<file path="src/rtl/alu_exec_unit.sv">
// Registered ALU execution unit: single-cycle add/sub/slt and a fixed-latency
// iterative shift-add multiply, with a Start/Busy/Done handshake.
module alu_exec_unit #(
   parameter int WIDTH = 32
) (
   input  logic             clk,
   input  logic             rst_n,
   input  logic             Start,
   input  logic [2:0]       ALUControl,
   input  logic [WIDTH-1:0] SrcA,
   input  logic [WIDTH-1:0] SrcB,
   output logic             Busy,
   output logic             Done,
   output logic [WIDTH-1:0] ALUResult,
   output logic             Zero,
   output logic             Illegal
);

   localparam int CW = (WIDTH > 2) ? $clog2(WIDTH) : 1;
   localparam logic [CW-1:0] LAST = CW'(WIDTH - 1);

   localparam logic [2:0] OP_ADD = 3'b010;
   localparam logic [2:0] OP_SUB = 3'b100;
   localparam logic [2:0] OP_SLT = 3'b110;
   localparam logic [2:0] OP_MUL = 3'b101;

   typedef enum logic {IDLE = 1'b0, MUL = 1'b1} state_t;

   typedef struct packed {
      logic             wr;
      logic             ill;
      logic [WIDTH-1:0] res;
   } wb_t;

   state_t           state, state_nxt;
   logic [WIDTH-1:0] acc, mcand, mplr;
   logic [CW-1:0]    cnt;
   logic [WIDTH-1:0] acc_sum;
   logic             slt_lt;
   logic             load_mul;
   wb_t              wb;

   assign Busy    = (state == MUL);
   assign acc_sum = acc + (mplr[0] ? mcand : '0);
   assign slt_lt  = $signed(SrcA) < $signed(SrcB);

   always_ff @(posedge clk or negedge rst_n) begin
      if (!rst_n) state <= IDLE;
      else        state <= state_nxt;
   end

   // Next state plus the write-back bundle for the edge that ends this cycle.
   always_comb begin
      state_nxt = state;
      load_mul  = 1'b0;
      wb        = '0;
      case (state)
         IDLE: begin
            if (Start) begin
               case (ALUControl)
                  OP_ADD: begin
                     wb.wr  = 1'b1;
                     wb.res = SrcA + SrcB;
                  end
                  OP_SUB: begin
                     wb.wr  = 1'b1;
                     wb.res = SrcA - SrcB;
                  end
                  OP_SLT: begin
                     wb.wr  = 1'b1;
                     wb.res = {{(WIDTH-1){1'b0}}, slt_lt};
                  end
                  OP_MUL: begin
                     load_mul  = 1'b1;
                     state_nxt = MUL;
                  end
                  default: begin
                     wb.wr  = 1'b1;
                     wb.ill = 1'b1;
                  end
               endcase
            end
         end
         MUL: begin
            if (cnt == LAST) begin
               wb.wr     = 1'b1;
               wb.res    = acc_sum;
               state_nxt = IDLE;
            end
         end
         default: state_nxt = IDLE;
      endcase
   end

   // Shift-add core: one multiplier bit per cycle, always WIDTH iterations.
   always_ff @(posedge clk or negedge rst_n) begin
      if (!rst_n) begin
         acc   <= '0;
         mcand <= '0;
         mplr  <= '0;
         cnt   <= '0;
      end else if (load_mul) begin
         acc   <= '0;
         mcand <= SrcA;
         mplr  <= SrcB;
         cnt   <= '0;
      end else if (state == MUL) begin
         acc   <= acc_sum;
         mcand <= mcand << 1;
         mplr  <= mplr >> 1;
         cnt   <= (cnt == LAST) ? '0 : cnt + 1'b1;
      end
   end

   always_ff @(posedge clk or negedge rst_n) begin
      if (!rst_n) begin
         Done      <= 1'b0;
         ALUResult <= '0;
         Zero      <= 1'b0;
         Illegal   <= 1'b0;
      end else begin
         Done <= wb.wr;
         if (wb.wr) begin
            ALUResult <= wb.res;
            Zero      <= (wb.res == '0);
            Illegal   <= wb.ill;
         end
      end
   end

endmodule

</file>
<file path="config.mk">
export PLATFORM = sky130hd
export DESIGN_NAME = alu_exec_unit
export DESIGN_NICKNAME = d
export VERILOG_FILES = /design/src/rtl/alu_exec_unit.sv
export SDC_FILE = /design/constraint.sdc
export NUM_CORES = 1
export LEC_CHECK = 0
export BUFFER_PORTS_ARGS = -buffer_cell sky130_fd_sc_hd__buf_2
export CORE_ASPECT_RATIO = 0.5
export CORE_UTILIZATION = 50
export DETAILED_ROUTE_END_ITERATION = 10
export PLACE_DENSITY_LB_ADDON = 0.15
export SLEW_MARGIN = 40
export SYNTH_ARGS = -nofsm -noshare
export SYNTH_HDL_FRONTEND = slang
export SYNTH_SLANG_ARGS = --single-unit
</file>
<file path="constraint.sdc">
create_clock -name clk -period 9.42 [get_ports clk]
set_input_delay 1.413 -clock clk [delete_from_list [all_inputs] [get_ports clk]]
set_output_delay 1.413 -clock clk [all_outputs]
set_load 0.005 [all_outputs]
</file>
---- Word-level counts from Yosys, hierarchy flattened ----
Cells that the tools add are included.
cells by class
  multiplexer cells ....................... 24
  eq/ne operators ......................... 5
  shift operators ......................... 0
  div/mod/pow operators ................... 0
  reduce and logical (&&, ||, !) cells .... 3
  magnitude comparators ................... 1
  $mul .................................... 0
  bitwise logic cells ..................... 1
  add/sub/neg operators ................... 4
operators with widths
  operator             number
  $mux 32              8
  $pmux 32 s3          1
  $add 32x32->32       2
  $pmux 32 s2          1
  $mux 34              1
  $logic_not 32->1     1
  $lt 32x32->1         1
  $sub 32x32->32       1
  $mux 5               3
  $eq 3x3->1 const B   3
  $mux 1               8
  $add 5x1->5 const B  1
  $eq 5x5->1 const B   1
  $pmux 1 s2           2
  $reduce_or 4->1      1
  $eq 3x2->1 const B   1
  $reduce_bool 2->1    1
  $not 1->1            1
storage, ports and cells
  RAM bits ................................ 0
  flip-flop bits (word level) ............. 137
  output and inout bits ................... 36
  memories kept ........................... 0
  word-level logic and storage cells ...... 47
  ROM bits ................................ 0
  latch bits .............................. 0
  bits of input ports ..................... 70

---- Longest topological paths before layout ----
  word-level depth ........................ 6
  mapped depth ............................ 15
  mapped depth without buffers ............ 14

---- Least setup slack after synthesis ----
No wires, ideal clock.
  path type ............................... input port to flip-flop
  from .................................... in SrcA[0]
  to ...................................... reg Zero
  setup time .............................. 0.076 ns
  path slack .............................. 5.074 ns
  stages on the path ...................... 14
  data required time ...................... 9.344 ns
  arrival time ............................ 4.269 ns
  path buffers ............................ 0
  path through ............................ inv_1 -> ha_1 -> fa_1 -> nand2b_1 -> a2111o_1 -> a2111o_1 -> a32oi_2 -> a21oi_1 -> o21ai_1 -> o41a_1 -> mux2i_1 -> a221oi_2 -> nand3_1 -> o21ai_1
on the way
  longest elaborated chain between the ends .. 5
  elaborated cells between the ends (all ways) .. 7
  those cells by class .................... add/sub: 2; order compare: 1; mux: 3; reduce/logical: 1
RTL lines
  item                                          line  source
  start, declared                               10    input logic [WIDTH-1:0] SrcA,
  $sub 32x32->32, or another cell as far along  67    wb.res = SrcA - SrcB;
  $pmux 32 s3 (*)                               60    case (ALUControl)
  $mux 34 (*)                                   59    if (Start) begin
  $pmux 32 s2 (*)                               57    case (state)
  $logic_not 32->1 (*)                          125   Zero <= (wb.res == '0);
  end signal, assigned                          125
  end, declared                                 15    output logic Zero,
Mark *: on every way between the ends. The rest lies on a longest branch, timed or not.
A chain may end at the register's enable or synchronous reset.

---- Worst setup path after layout ----
  from .................................... in SrcB[8]
  to ...................................... reg Zero
on the way
  longest elaborated chain between the ends .. 5
  elaborated cells between the ends (all ways) .. 7
  those cells by class .................... add/sub: 2; order compare: 1; mux: 3; reduce/logical: 1
RTL lines
  item                                          line  source
  start, declared                               11    input logic [WIDTH-1:0] SrcB,
  $sub 32x32->32, or another cell as far along  67
  $pmux 32 s3 (*)                               60
  $mux 34 (*)                                   59
  $pmux 32 s2 (*)                               57
  $logic_not 32->1 (*)                          125
Marked as above.

==> run_summary.xml <==
<?xml version="1.0" encoding="UTF-8"?>
<metrics>
  <group name="outcome">
    <metric name="result_of_the_run" unit="">finished clean</metric>
  </group>
  <group name="drt">
    <metric name="remaining_drc_errors" unit="">0</metric>
    <metric name="route.antenna.remaining_nets" unit="">0</metric>
    <metric name="met1_length" unit="um">20900</metric>
    <metric name="routed_wl" unit="um">44100</metric>
    <metric name="detailedRoute.firstIterationViolations" unit="">1990</metric>
    <metric name="dr.pass1.iters" unit="">9</metric>
    <metric name="detailroute.wirelength.met2" unit="um">17000</metric>
    <metric name="vias" unit="">11800</metric>
    <metric name="routed.top_layer" unit="">met4</metric>
    <metric name="avgViaCountPerCell" unit="">6.74</metric>
    <metric name="met3_wl_post_dr" unit="um">5580</metric>
    <metric name="wire_per_inst" unit="um">25.2</metric>
  </group>
  <group name="floorplanning">
    <metric name="initial_utilization" unit="%">51.8</metric>
    <metric name="core-area" unit="um2">22100</metric>
    <metric name="die-width" unit="um">216</metric>
    <metric name="floorplan.die_area" unit="um2">23500</metric>
    <metric name="die_h" unit="um">109</metric>
    <metric name="row_count" unit="">38</metric>
    <metric name="io_pins" unit="">106</metric>
  </group>
  <group name="setup_path">
    <metric name="critical_path.top_delay_family" unit="">simple AND/OR/NAND/NOR gates</metric>
    <metric name="critical_path_arrival" unit="ns">5.10</metric>
    <metric name="ff2ff_path_depth" unit="">14</metric>
    <metric name="required_worst_endpoint" unit="ns">9.80</metric>
    <metric name="cpMostUsedCell" unit="">nand4_1</metric>
    <metric name="worstSetupPathDepth" unit="">14</metric>
    <metric name="timing_worst_setup_path_type" unit="">input pin to flip-flop</metric>
    <metric name="setup.reg_to_reg.worst_slack" unit="ns">4.83</metric>
    <metric name="crit_buf_inv" unit="">2</metric>
    <metric name="slowest_delay" unit="ns">0.57</metric>
    <metric name="crit_path_cell_trace" unit="">buf_2, inv_1, ha_1, or3_1, or4_1, a21oi_2, o31ai_1, a31oi_1, a2bb2oi_1, nor3_1, nand4_1, nor4_1, nand4_1, o21ai_1</metric>
    <metric name="timing.critical_path.fanout_max" unit="">9</metric>
    <metric name="crit_path_top_delay_cell" unit="">nor3_1</metric>
    <metric name="timing.critical_path.to_type" unit="">flip-flop</metric>
    <metric name="setup.worst_path.start_class" unit="">input pin</metric>
  </group>
  <group name="job">
    <metric name="timing.max_cap.violations" unit="">0</metric>
  </group>
  <group name="clock_network">
    <metric name="clock_latency" unit="ns">0.45</metric>
    <metric name="cts-resized-gates" unit="">0</metric>
    <metric name="cts_hold_buffers" unit="">0</metric>
    <metric name="postCtsSetupRepairBufs" unit="">0</metric>
    <metric name="cts_buffer_depth" unit="">2</metric>
    <metric name="cts-htree-levels" unit="">4</metric>
    <metric name="tritoncts" unit="">built</metric>
    <metric name="cts_num_sinks" unit="">137</metric>
    <metric name="cts-buffers-inserted" unit="">17</metric>
    <metric name="clock-root-buffer" unit="">clkbuf_16</metric>
    <metric name="clk_pin_slew_worst_paths" unit="ns">0.06</metric>
  </group>
  <group name="cells_and_area">
    <metric name="finalInstanceArea" unit="um2">12800</metric>
    <metric name="most_frequent_cells_in_the_layout" unit="">dfrtp_1 (135), inv_1 (124), nor2_1 (107)</metric>
    <metric name="finalNetCount" unit="">1607</metric>
    <metric name="layout.cells.most_common" unit="">dfrtp_1</metric>
    <metric name="area_grow_syn2layout" unit="%">11.7</metric>
    <metric name="number_of_inserted_filler_cells_in_the_final_layout" unit="">2022</metric>
    <metric name="post_route_cells_drive_above_1_share" unit="%">11.9</metric>
  </group>
  <group name="timing">
    <metric name="finalCritPeriodShare" unit="%">50.2</metric>
    <metric name="worstMarginPinSlew" unit="ns">0.864</metric>
    <metric name="setup-violations-final" unit="">0</metric>
    <metric name="relSlewSlack" unit="%">42.0</metric>
    <metric name="max_freq" unit="MHz">212</metric>
    <metric name="period_minus_slack" unit="ns">4.73</metric>
    <metric name="setup_repair_after_global_routing_missed_its_margin" unit="">no</metric>
    <metric name="total_negative_slack_for_setup_checks" unit="ns">0</metric>
    <metric name="final_hold_viol_count" unit="">0</metric>
    <metric name="fin_worst_skew" unit="ns">0.0135</metric>
    <metric name="final_max_slew_viol_count" unit="">0</metric>
    <metric name="hold_slack" unit="ns">0.477</metric>
  </group>
  <group name="yosys">
    <metric name="avgSynthCellArea" unit="um2">8.28</metric>
    <metric name="postSynthNetCount" unit="">1550</metric>
    <metric name="synth_cells" unit="">1381</metric>
    <metric name="yosysWarnings" unit="">0</metric>
    <metric name="synthDistinctLibCells" unit="">76</metric>
    <metric name="synth.yosys.seq_area_share" unit="%">30.0</metric>
    <metric name="synth_area" unit="um2">11400</metric>
    <metric name="synth_flop_cell" unit="">dfrtp_1</metric>
    <metric name="yosys_register_bits" unit="">137</metric>
    <metric name="synth_enable_flop_cells" unit="">0</metric>
    <metric name="async_reset_ff_share" unit="%">100</metric>
  </group>
  <group name="placement">
    <metric name="detailedPlacementHpwl" unit="um">34200</metric>
    <metric name="place_congestion" unit="">1.00</metric>
    <metric name="buffer_ports.inserted" unit="">105</metric>
    <metric name="placed_cell_area" unit="um2">12200</metric>
  </group>
  <group name="grt">
    <metric name="gr-usage-all-layers" unit="%">38.1</metric>
    <metric name="grt.overflow.total" unit="">0</metric>
    <metric name="first_global_vias" unit="">10800</metric>
    <metric name="grt_first_pass_wirelength" unit="um">66800</metric>
    <metric name="grt_antenna_before_repair" unit="">1</metric>
    <metric name="grt_start_max_net_pins" unit="">84</metric>
  </group>
  <group name="power_and_ir_drop">
    <metric name="cellLeakagePower" unit="nW">6.36</metric>
    <metric name="ir_worst_vdd" unit="V">0.000171</metric>
    <metric name="powerDensity" unit="nW/um2">219</metric>
  </group>
  <group name="min_path">
    <metric name="worstHoldPathType" unit="">flip-flop to flip-flop</metric>
    <metric name="worst_hold_path_cell_count" unit="">2</metric>
  </group>
</metrics>
[flip-flops by register name, indices dropped and copies added, names as in the netlist, 5 cells and up]
register,flops
ALUResult,32
acc,32
mcand,32
mplr,32
cnt,5
[routing by layer]
metal	global-route usage [%]	vias up
li1	-	5261
met1	56.9	5868
met2	50.2	617
met3	15.3	52
met4	7.70	0
met5	0	-
[final timing paths]
| path | from | to |
|---|---|---|
| max | SrcB[8] | Zero$_DFFE_PN0P_ |
| min in group asynchronous | rst_n | mplr[8]$_DFFE_PN0P_ |
| min reg2reg | ALUResult[16]$_DFFE_PN0P_ | ALUResult[16]$_DFFE_PN0P_ |
| min | ALUResult[16]$_DFFE_PN0P_ | ALUResult[16]$_DFFE_PN0P_ |
| max in group asynchronous | rst_n | Busy$_DFF_PN0_ |
| max reg2reg | mplr[0]$_DFFE_PN0P_ | Zero$_DFFE_PN0P_ |
[per-stage QoR]
step	util (%)	total power [mW]	std cells	worst slack, ns
after floorplan	-	1.62	1381	5.07
after global placement	55.1	2.01	1719	4.31
after detailed placement	55.1	2.04	1719	4.42
after CTS	57.8	2.76	1750	4.75
after global routing	57.9	2.94	1750	4.42
final	57.9	2.80	1751	4.69
[cells by family after synthesis]
| logic type | Yosys count | synth area share (%) |
|---|---|---|
| AO/OA/AOI/OAI | 489 | 31.3 |
| XOR/XNOR | 47 | 3.60 |
| adder cells (fa/ha/maj) | 99 | 11.0 |
| buffers and inverters | 209 | 6.94 |
| flip-flops | 137 | 30.0 |
| multiplexers | 4 | 0.350 |
| AND/OR/NAND/NOR | 396 | 16.8 |
[cells in the mapped netlist (22+ instances only)]
library cell	count	area share, %
dfrtp_1	137	30
inv_1	124	4.1
nor2_1	108	3.5
a21oi_1	105	4.6
nand2_1	105	3.4
ha_1	96	11
o21ai_0	70	3.1
clkbuf_1	65	2.1
a222oi_1	62	5.4
and2_1	37	2.0
xnor2_1	33	2.5
a21o_1	31	2.0
a22o_1	30	2.3
nand3_1	27	1.2
nor3_1	22	0.96
[cell type report]
type                            count  area, um2  area share [%]
Antenna cell                        1       2.50          0.0196
Clock buffer                       19        443            3.47
Clock inverter                     12        165            1.29
Inverter                          131        492            3.85
Multi-Input combinational cell   1035       7240            56.7
Sequential cell                   137       3430            26.9
Tap cell                          300        375            2.94
Timing Repair Buffer              116        621            4.86
[worst reg2reg max path, delay by kind of cell, from the launching register on]
kind	cells	cell delay (ns)
compound gates	7	2.24
simple gates	4	0.89
fa+ha+maj	2	0.67
flops	1	0.58
xor+xnor	1	0.16
[power breakdown]
group	internal, mW	switching [mW]	total, mW
Combinational	0.422	0.660	1.08
Sequential	0.790	0.206	0.997
Clock	0.426	0.291	0.717
Total	1.64	1.16	2.80
Note: power is estimated with default switching activity, not from simulation.
